===== src/rtl/conv_pkg.sv =====
// Shared types and helpers for the convolution sequencer.
package conv_pkg;

   typedef enum logic [2:0] {
      IDLE,
      CLEAR,
      MAC,
      DRAIN,
      OUT,
      DONE
   } conv_state_t;

   // Number of valid (non-padded) outputs of a convolution of an x vector with an f filter.
   function automatic int n_out(input int x, input int f);
      return x - f + 1;
   endfunction

endpackage


===== src/rtl/conv_seq_ctrl_valid_delay_line.sv =====
// Delay line that turns the read-issue strobe into the accumulate enable,
// so that the MAC only accumulates once the memory data has arrived.
module valid_delay_line #(
   parameter int DEPTH = 1
) (
   input  logic clk,
   input  logic reset,
   input  logic valid_i,
   output logic valid_o
);

   logic [DEPTH-1:0] pipe_q;
   logic [DEPTH-1:0] pipe_d;

   // Shift every stage one place along; stage 0 takes the new strobe.
   always_comb begin
      pipe_d    = '0;
      pipe_d[0] = valid_i;
      for (int i = 1; i < DEPTH; i++) begin
         pipe_d[i] = pipe_q[i-1];
      end
   end

   // Pipeline register; reset flushes any in-flight strobes.
   always_ff @(posedge clk) begin
      if (reset) begin
         pipe_q <= '0;
      end else begin
         pipe_q <= pipe_d;
      end
   end

   assign valid_o = pipe_q[DEPTH-1];

endmodule


===== src/rtl/conv_seq_ctrl.sv =====
// Convolution sequencer: waits for both memories to be loaded, walks every
// output position issuing x/f reads, lines up the accumulator controls with
// the read latency, hands each result out on the y stream and finally
// releases the memories for the next vector pair.
module conv_seq_ctrl
   import conv_pkg::*;
#(
   parameter int X_MEM_SIZE       = 8,
   parameter int F_MEM_SIZE       = 4,
   parameter int X_MEM_ADDR_WIDTH = 3,
   parameter int F_MEM_ADDR_WIDTH = 2,
   parameter int RD_LAT           = 1
) (
   input  logic                        clk,
   input  logic                        reset,
   input  logic                        x_loaded,
   input  logic                        f_loaded,
   output logic                        release_mem,
   output logic [X_MEM_ADDR_WIDTH-1:0] x_rd_addr,
   output logic [F_MEM_ADDR_WIDTH-1:0] f_rd_addr,
   output logic                        reset_accum,
   output logic                        en_accum,
   output logic                        m_valid_y,
   input  logic                        m_ready_y,
   output logic                        conv_done
);

   localparam int N_OUT = n_out(X_MEM_SIZE, F_MEM_SIZE);
   localparam logic [X_MEM_ADDR_WIDTH-1:0] LAST_OUT   = X_MEM_ADDR_WIDTH'(N_OUT - 1);
   localparam logic [F_MEM_ADDR_WIDTH-1:0] LAST_TAP   = F_MEM_ADDR_WIDTH'(F_MEM_SIZE - 1);
   localparam logic [2:0]                  LAST_DRAIN = 3'(RD_LAT - 1);

   conv_state_t                 state_q,      state_d;
   logic [X_MEM_ADDR_WIDTH-1:0] outIdx_q,     outIdx_d;
   logic [F_MEM_ADDR_WIDTH-1:0] tap_q,        tap_d;
   logic [2:0]                  drainCnt_q,   drainCnt_d;
   logic [X_MEM_ADDR_WIDTH-1:0] xAddr_q,      xAddr_d;
   logic [F_MEM_ADDR_WIDTH-1:0] fAddr_q,      fAddr_d;
   logic                        resetAccum_q, resetAccum_d;
   logic                        issue;

   // Next-state logic. Addresses are loaded one cycle ahead so that during
   // MAC cycle 'tap' the registered address already equals out_idx+tap.
   // The x sum is formed one bit wider than the address and then truncated;
   // it never wraps because out_idx+tap stays inside the x memory.
   always_comb begin
      state_d    = state_q;
      outIdx_d   = outIdx_q;
      tap_d      = tap_q;
      drainCnt_d = drainCnt_q;
      xAddr_d    = xAddr_q;
      fAddr_d    = fAddr_q;

      case (state_q)
         IDLE: begin
            if (x_loaded && f_loaded) begin
               state_d = CLEAR;
            end
         end
         CLEAR: begin
            tap_d   = '0;
            xAddr_d = outIdx_q;
            fAddr_d = '0;
            state_d = MAC;
         end
         MAC: begin
            if (tap_q == LAST_TAP) begin
               drainCnt_d = '0;
               state_d    = DRAIN;
            end else begin
               tap_d   = tap_q + F_MEM_ADDR_WIDTH'(1);
               fAddr_d = tap_q + F_MEM_ADDR_WIDTH'(1);
               xAddr_d = X_MEM_ADDR_WIDTH'({1'b0, outIdx_q}
                                           + (X_MEM_ADDR_WIDTH+1)'(tap_q)
                                           + (X_MEM_ADDR_WIDTH+1)'(1));
            end
         end
         DRAIN: begin
            if (drainCnt_q == LAST_DRAIN) begin
               state_d = OUT;
            end else begin
               drainCnt_d = drainCnt_q + 3'd1;
            end
         end
         OUT: begin
            if (m_ready_y) begin
               if (outIdx_q == LAST_OUT) begin
                  state_d = DONE;
               end else begin
                  outIdx_d = outIdx_q + X_MEM_ADDR_WIDTH'(1);
                  state_d  = CLEAR;
               end
            end
         end
         DONE: begin
            outIdx_d = '0;
            state_d  = IDLE;
         end
         default: begin
            state_d = IDLE;
         end
      endcase

      resetAccum_d = (state_d == CLEAR);
   end

   // State, counters and registered outputs; reset returns everything to
   // IDLE immediately, abandoning any output in progress.
   always_ff @(posedge clk) begin
      if (reset) begin
         state_q      <= IDLE;
         outIdx_q     <= '0;
         tap_q        <= '0;
         drainCnt_q   <= '0;
         xAddr_q      <= '0;
         fAddr_q      <= '0;
         resetAccum_q <= 1'b0;
      end else begin
         state_q      <= state_d;
         outIdx_q     <= outIdx_d;
         tap_q        <= tap_d;
         drainCnt_q   <= drainCnt_d;
         xAddr_q      <= xAddr_d;
         fAddr_q      <= fAddr_d;
         resetAccum_q <= resetAccum_d;
      end
   end

   assign issue = (state_q == MAC);

   valid_delay_line #(
      .DEPTH (RD_LAT)
   ) uEnDelay (
      .clk     (clk),
      .reset   (reset),
      .valid_i (issue),
      .valid_o (en_accum)
   );

   assign x_rd_addr   = xAddr_q;
   assign f_rd_addr   = fAddr_q;
   assign reset_accum = resetAccum_q;
   assign m_valid_y   = (state_q == OUT);
   assign conv_done   = (state_q == DONE);
   assign release_mem = (state_q == DONE);

endmodule


===== config.mk =====
export PLATFORM = sky130hd
export DESIGN_NAME = conv_seq_ctrl
export DESIGN_NICKNAME = d
export VERILOG_FILES = /design/src/rtl/conv_pkg.sv /design/src/rtl/conv_seq_ctrl_valid_delay_line.sv /design/src/rtl/conv_seq_ctrl.sv
export SDC_FILE = /design/constraint.sdc
export NUM_CORES = 1
export LEC_CHECK = 0
export ABC_AREA = 1
export ABC_CLOCK_PERIOD_IN_PS = 3100
export CAP_MARGIN = 20
export CORE_MARGIN = 3
export CORE_UTILIZATION = 43
export CTS_CLUSTER_SIZE = 12
export DETAILED_ROUTE_END_ITERATION = 6
export GPL_ROUTABILITY_DRIVEN = 0
export GPL_TIMING_DRIVEN = 0
export PLACE_DENSITY = 0.66
export SLEW_MARGIN = 10
export SYNTH_ARGS = -nofsm -noshare
export SYNTH_HDL_FRONTEND = slang
export SYNTH_SLANG_ARGS = --single-unit

===== constraint.sdc =====
create_clock -name clk -period 3.1 [get_ports clk]
set_input_delay 0.465 -clock clk [delete_from_list [all_inputs] [get_ports clk]]
set_output_delay 0.465 -clock clk [all_outputs]
set_load 0.02 [all_outputs]

==> flow_summary.yaml, run 1 <==
synthesis:
  yosys.area.top_type_share: 0.3342
  seq_area_frac_synth: 0.3342
  syn-num-nets: 152
  synthesis.area_um2: 958.4
  yosys.area.top_type: "dfxtp_1"
  postSynthCellCount: 140
  synth_warnings: 0
  ys_ff_latch: 16
  yosysUniqueCellTypes: 20
  synth_area_leaders: "dfxtp_1 (33%), nand2_1 (15%), inv_1 (9.0%)"
  syn_avg_cell_area_um2: 6.846
critical_path:
  arrival_ns: 1.71
  worst_path_max_delay_cell: "clkdlybuf4s50_1"
  ff2ff_setup_slack_ns: 1.57
  crit_chain: "nor2_1 -> nand2_1 -> inv_1 -> clkdlybuf4s50_1"
  slowest_delay_ns: 0.60
  timing.rr.start: "outIdx_q[0]$_SDFFE_PP0P_"
  required_ns: 2.63
  timing.rr.end: "x_rd_addr[2]$_SDFFE_PP0P_"
  path_max_fanout: 7
  reg2regPathDepth: 10
  worstSetupPathType: "flip-flop to output pin"
  crit_path_start_kind: "flip-flop"
  crit_path_start: "state_q[0]$_SDFF_PP0_"
  worstSetupEndpointType: "output pin"
timing:
  holdWs_ns: 0.5135
  fmax_ghz: 0.4598
  slew_violations: 0
  hold_viol: 0
  worstMarginPinSlew_ns: 0.4253
  setup_slack_ns: 0.9252
  setup_violations: 0
  tns_ns: 0
  skew_ns: 0.0009697
  period_share: 0.7016
  relSlewSlack: 0.7164
  rsz0062_at_grt: "false"
  period_needed_ns: 2.175
drt:
  ant_nets: 0
  dr_total_vias: 874
  drc: 0
  vias_per_cell: 4.724
  drtIter0Drc: 7
  wl_per_cell_um: 9.919
  routed_wl_um: 1835
  dr.pass1.iters: 4
floorplan:
  core_area_um2: 2042
  rows: 16
  die-area_um2: 2831
  die_y_um: 53.21
  die_w_um: 53.21
  num_io_pins: 15
  initial_utilization: 0.4694
clock_network:
  cts_root_buf: "clkbuf_4"
  path_clk_slew_ns: 0.09
  cts_buffer_depth: 2
  cts.sinks: 16
  ctsHoldBuffers: 0
  cts_setup_buffers: 0
  clock_latency_ns: 0.29
  cts_tree: "built"
  cts_buffers: 3
  htree_levels: 1
  ctsResizeCount: 0
final_layout:
  final_cells: 185
  final_common_cell: "nand2_1"
  fin_util: 0.5723
  layout.nets: 171
  drive_gt1_frac: 0.1076
  areaGrowthSynthToFinish_pct: 21.93
  final_cell_mix: "nand2_1 (39), inv_1 (23), nor2_1 (16), dfxtp_1 (16), clkdlybuf4s50_1 (14)"
  antennaDiodeCount: 0
worst_hold_path:
  holdCritPathClass: "flip-flop to flip-flop"
  whs_path_depth: 1
  hold_start: "outIdx_q[0]$_SDFFE_PP0P_"
  min_to: "outIdx_q[0]$_SDFFE_PP0P_"
global_route:
  gr-usage-met2: 0.2408
  antenna_found_initial: 0
  grt_pass1_wl_um: 3312
  use_met3: 0.03380
  grt-ovfl-total: 0
  grt.total_usage: 0.1626
  grt_max_degree: 11
  grt_pass1_vias: 796
  grt_most_used_layer: "met2"
  use_met1: 0.2109
power_and_ir_drop:
  p_leak_uw: 0.0005473
  powerDensity_nw_per_um2: 357.8
  ir_drop_mv: 0.2491
placement:
  place_worst_setup_slack_ns: 1.241
  placedCellCount: 181
  hpwlAfterDp_um: 1428
  io_buffers: 14
flow_run:
  maxCapViolations: 0
outcome:
  status: "finished clean"
-- cells by family (layout without fill, tap and decap cells) --
kind of cell    after synthesis  after routing  share of synthesized area
xor+xnor                      1              1                   0.009140
simple gates                 77             77                     0.3799
compound gates               12             12                    0.06397
fa+ha+maj                     7              7                    0.09922
flops                        16             16                     0.3342
buf+inv                      27             45                     0.1136
-- critical path, delay by kind of cell (launching register included) --
| family | cells | cell delay, ns |
|---|---|---|
| buffers and inverters | 2 | 0.68 |
| and+or+nand+nor | 2 | 0.35 |
| DFF | 1 | 0.39 |
-- layout make-up --
cell class              instances  area [um^2]
repair buffers                 14        140.1
fillers                       216        873.3
flip-flops and latches         16        320.3
clock buffers                   4        36.28
multi-input cells              97        529.3
inverters                      24        90.09
well taps                      27        33.78
plain buffers                   3        18.77
-- through the flow --
step	total power, uW	area (um^2)
6_report	418.1	1169
5_1_grt	443.6	1169
4_1_cts	426.9	1169
3_5_place_dp	283.1	1132
3_3_place_gp	282.4	1132
2_1_floorplan	259.7	958.4
-- cells in the mapped netlist --
| library cell | count |
|---|---|
| buf_4 | 2 |
| nand3_2 | 1 |
| o21ai_0 | 2 |
| dfxtp_1 | 16 |
| fa_1 | 1 |
| inv_1 | 23 |
| clkbuf_1 | 1 |
| a31oi_1 | 1 |
| nand3_1 | 10 |
| xnor2_1 | 1 |
| nor2_4 | 2 |
| nor2_1 | 16 |
| inv_2 | 1 |
| ha_1 | 6 |
| nand4_1 | 2 |
| nor3_2 | 1 |
| a21oi_1 | 9 |
| nand2_1 | 39 |
| nand2_4 | 3 |
| nand2_2 | 3 |
-- sequential cells by signal, summed over array words and instances (netlist names) --
signal / count
reset_accum: 1
f_rd_addr: 2
outIdx_q: 3
uEnDelay.valid_o: 1
x_rd_addr: 3
drainCnt_q: 3
state_q: 3
-- metal layers --
metal	wire length [um]	vias to the layer above
met3	78	4
li1	-	466
met2	776	17
met5	0	-
met4	36	0
met1	943	387
-- worst max-delay path by stage --
stage / end / slack (ns) / cells past startpoint
6_report: m_valid_y / 0.93 / 4
5_1_grt: m_valid_y / 0.79 / 4
4_1_cts: m_valid_y / 0.90 / 4
3_5_place_dp: m_valid_y / 1.24 / 4
3_3_place_gp: release_mem / 1.23 / 4
2_1_floorplan: x_rd_addr[1]$_SDFFE_PP0P_ / 1.58 / 8
-- report_power, final --
group	leakage [uW]	switching, uW	internal [uW]	total [uW]
clock network	0.0000210	68.8	71.6	140
registers	0.000130	4.97	213	218
logic	0.000397	34.6	25.5	60.1
Power figures use the tool's default switching activity.
==> run 2, diff against run 1 <==
--- a/config.mk
+++ b/config.mk
@@ -6,7 +6,7 @@
 export NUM_CORES = 1
 export LEC_CHECK = 0
 export ABC_AREA = 1
-export ABC_CLOCK_PERIOD_IN_PS = 3100
+export ABC_CLOCK_PERIOD_IN_PS = 2000
 export CAP_MARGIN = 20
 export CORE_MARGIN = 3
 export CORE_UTILIZATION = 43
@@ -14,7 +14,7 @@
 export DETAILED_ROUTE_END_ITERATION = 6
 export GPL_ROUTABILITY_DRIVEN = 0
 export GPL_TIMING_DRIVEN = 0
-export PLACE_DENSITY = 0.66
+export PLACE_DENSITY = 0.69
 export SLEW_MARGIN = 10
 export SYNTH_ARGS = -nofsm -noshare
 export SYNTH_HDL_FRONTEND = slang
==> constraint.sdc (replaced) <==
create_clock -name clk -period 2 [get_ports clk]
set_input_delay 0.3 -clock clk [delete_from_list [all_inputs] [get_ports clk]]
set_output_delay 0.3 -clock clk [all_outputs]
set_load 0.02 [all_outputs]
==> run 2 against run 1 <==
Effect of this change: sequential cell count unchanged; largest power group unchanged; setup slack worse by 0.80 ns; wire length is 1.0% higher; combinational power grew 57%.
==> flow_summary.yaml, run 2 (synthesis results as in run 1) <==
outcome:
  status: "finished clean"
floorplan:
  num_io_pins: 15
  die-area_um2: 2831
  die_w_um: 53.21
  core_area_um2: 2042
  initial_utilization: 0.4694
  rows: 16
  die_y_um: 53.21
timing:
  setup_slack_ns: 0.1280
  hold_viol: 0
  period_share: 0.9360
  setup_violations: 0
  skew_ns: 0.006204
  holdWs_ns: 0.5025
  rsz0062_at_grt: "false"
  tns_ns: 0
  fmax_ghz: 0.5342
  worstMarginPinSlew_ns: 0.4341
  slew_violations: 0
  relSlewSlack: 0.7106
  period_needed_ns: 1.872
global_route:
  grt_max_degree: 11
  grt.total_usage: 0.1547
  grt_pass1_wl_um: 3174
  antenna_found_initial: 0
  grt_pass1_vias: 740
  grt-ovfl-total: 0
clock_network:
  cts_buffer_depth: 2
  cts_buffers: 3
  clock_latency_ns: 0.29
  cts_root_buf: "clkbuf_4"
  cts_tree: "built"
  path_clk_slew_ns: 0.10
  cts.sinks: 16
  htree_levels: 1
  cts_setup_buffers: 0
  ctsHoldBuffers: 0
drt:
  drc: 0
  dr.pass1.iters: 4
  dr_total_vias: 866
  vias_per_cell: 4.681
  drtIter0Drc: 13
  ant_nets: 0
  routed_wl_um: 1854
  wl_per_cell_um: 10.02
critical_path:
  worstSetupEndpointType: "output pin"
  path_max_fanout: 8
  ff2ff_setup_slack_ns: 0.45
  worstSetupPathType: "flip-flop to output pin"
  required_ns: 1.70
  crit_path_start_kind: "flip-flop"
  arrival_ns: 1.57
final_layout:
  fillerInstances: 204
  drive_gt1_frac: 0.1139
  layout.nets: 171
  final_cell_mix: "nand2_1 (39), inv_1 (23), nor2_1 (16)"
  antennaDiodeCount: 0
  final_common_cell: "nand2_1"
  areaGrowthSynthToFinish_pct: 22.59
  fin_area_um2: 1175
power_and_ir_drop:
  swShare: 0.2556
  comb_power_share: 0.146
  power_uw: 645.0
  pwr-share-clk: 0.331
  power.internal_uw: 480.1
  powerDensity_nw_per_um2: 549.0
  p_leak_uw: 0.0005852
  seqPwrFrac: 0.523
  switching_power_uw: 164.9
  ir_drop_mv: 0.3470
flow_run:
  maxCapViolations: 0
worst_hold_path:
  holdCritPathClass: "flip-flop to flip-flop"
placement:
  io_buffers: 14
  place_area_um2: 1132
  hpwlAfterDp_um: 1398
  place_worst_setup_slack_ns: 0.2935
[run 2: cell count changes in the layout (fill, tap and decap cells not counted)]
cell,delta
clkdlybuf4s50_1,-2
dfxtp_1,-1
dfxtp_2,+1
dlymetal6s2s_1,+2
[run 2: routing by layer]
metal	vias to the layer above	track usage	part of all wire
li1	466	-	-
met1	381	0.2038	0.50
met2	15	0.2367	0.44
met3	4	0.03944	0.044
met4	0	0.06383	0.011
met5	-	0	0
[run 2: cell type report]
type	count	area [um^2]	area share
Timing Repair Buffer	14	145.1	0.1235
Tap cell	27	33.78	0.02875
Buffer	3	18.77	0.01597
Inverter	24	90.09	0.07668
Clock buffer	4	36.28	0.03088
Multi-Input combinational cell	97	529.3	0.4505
Sequential cell	16	321.6	0.2737
[run 2: final timing paths]
kind,from,to,cells past startpoint
min reg2reg,outIdx_q[0]$_SDFFE_PP0P_,outIdx_q[0]$_SDFFE_PP0P_,1
min,outIdx_q[0]$_SDFFE_PP0P_,outIdx_q[0]$_SDFFE_PP0P_,1
max,state_q[2]$_SDFF_PP0_,conv_done,4
max reg2reg,outIdx_q[0]$_SDFFE_PP0P_,x_rd_addr[2]$_SDFFE_PP0P_,11
[run 2: power groups by stage]
stage                     clock [uW]  sequential [uW]  combinational (uW)
final                            213              337                94.2
after global routing             230              339                 104
after CTS                        219              338                94.9
after detailed placement           0              345                94.2
after global placement             0              344                93.2
after floorplan                    0              355                47.7
[run 2: per-stage QoR]
stage / std cells / utilization
2_1_floorplan: 140 / -
3_3_place_gp: 181 / 0.5545
3_5_place_dp: 181 / 0.5545
4_1_cts: 185 / 0.5729
5_1_grt: 185 / 0.5754
6_report: 185 / 0.5754
[run 2: timing repair]
item / in CTS / in global routing
gates cloned: 0 / 0
resized for setup: 1 / 2
endpoints found under the hold margin: 0 / 0
setup endpoints to repair: 2 / 2
[run 2: critical path: stages (launching register included)]
cell	delay, ns
dfxtp_1	0.32
buf_4	0.16
nand3_1	0.11
inv_1	0.09
clkdlybuf4s50_1	0.60
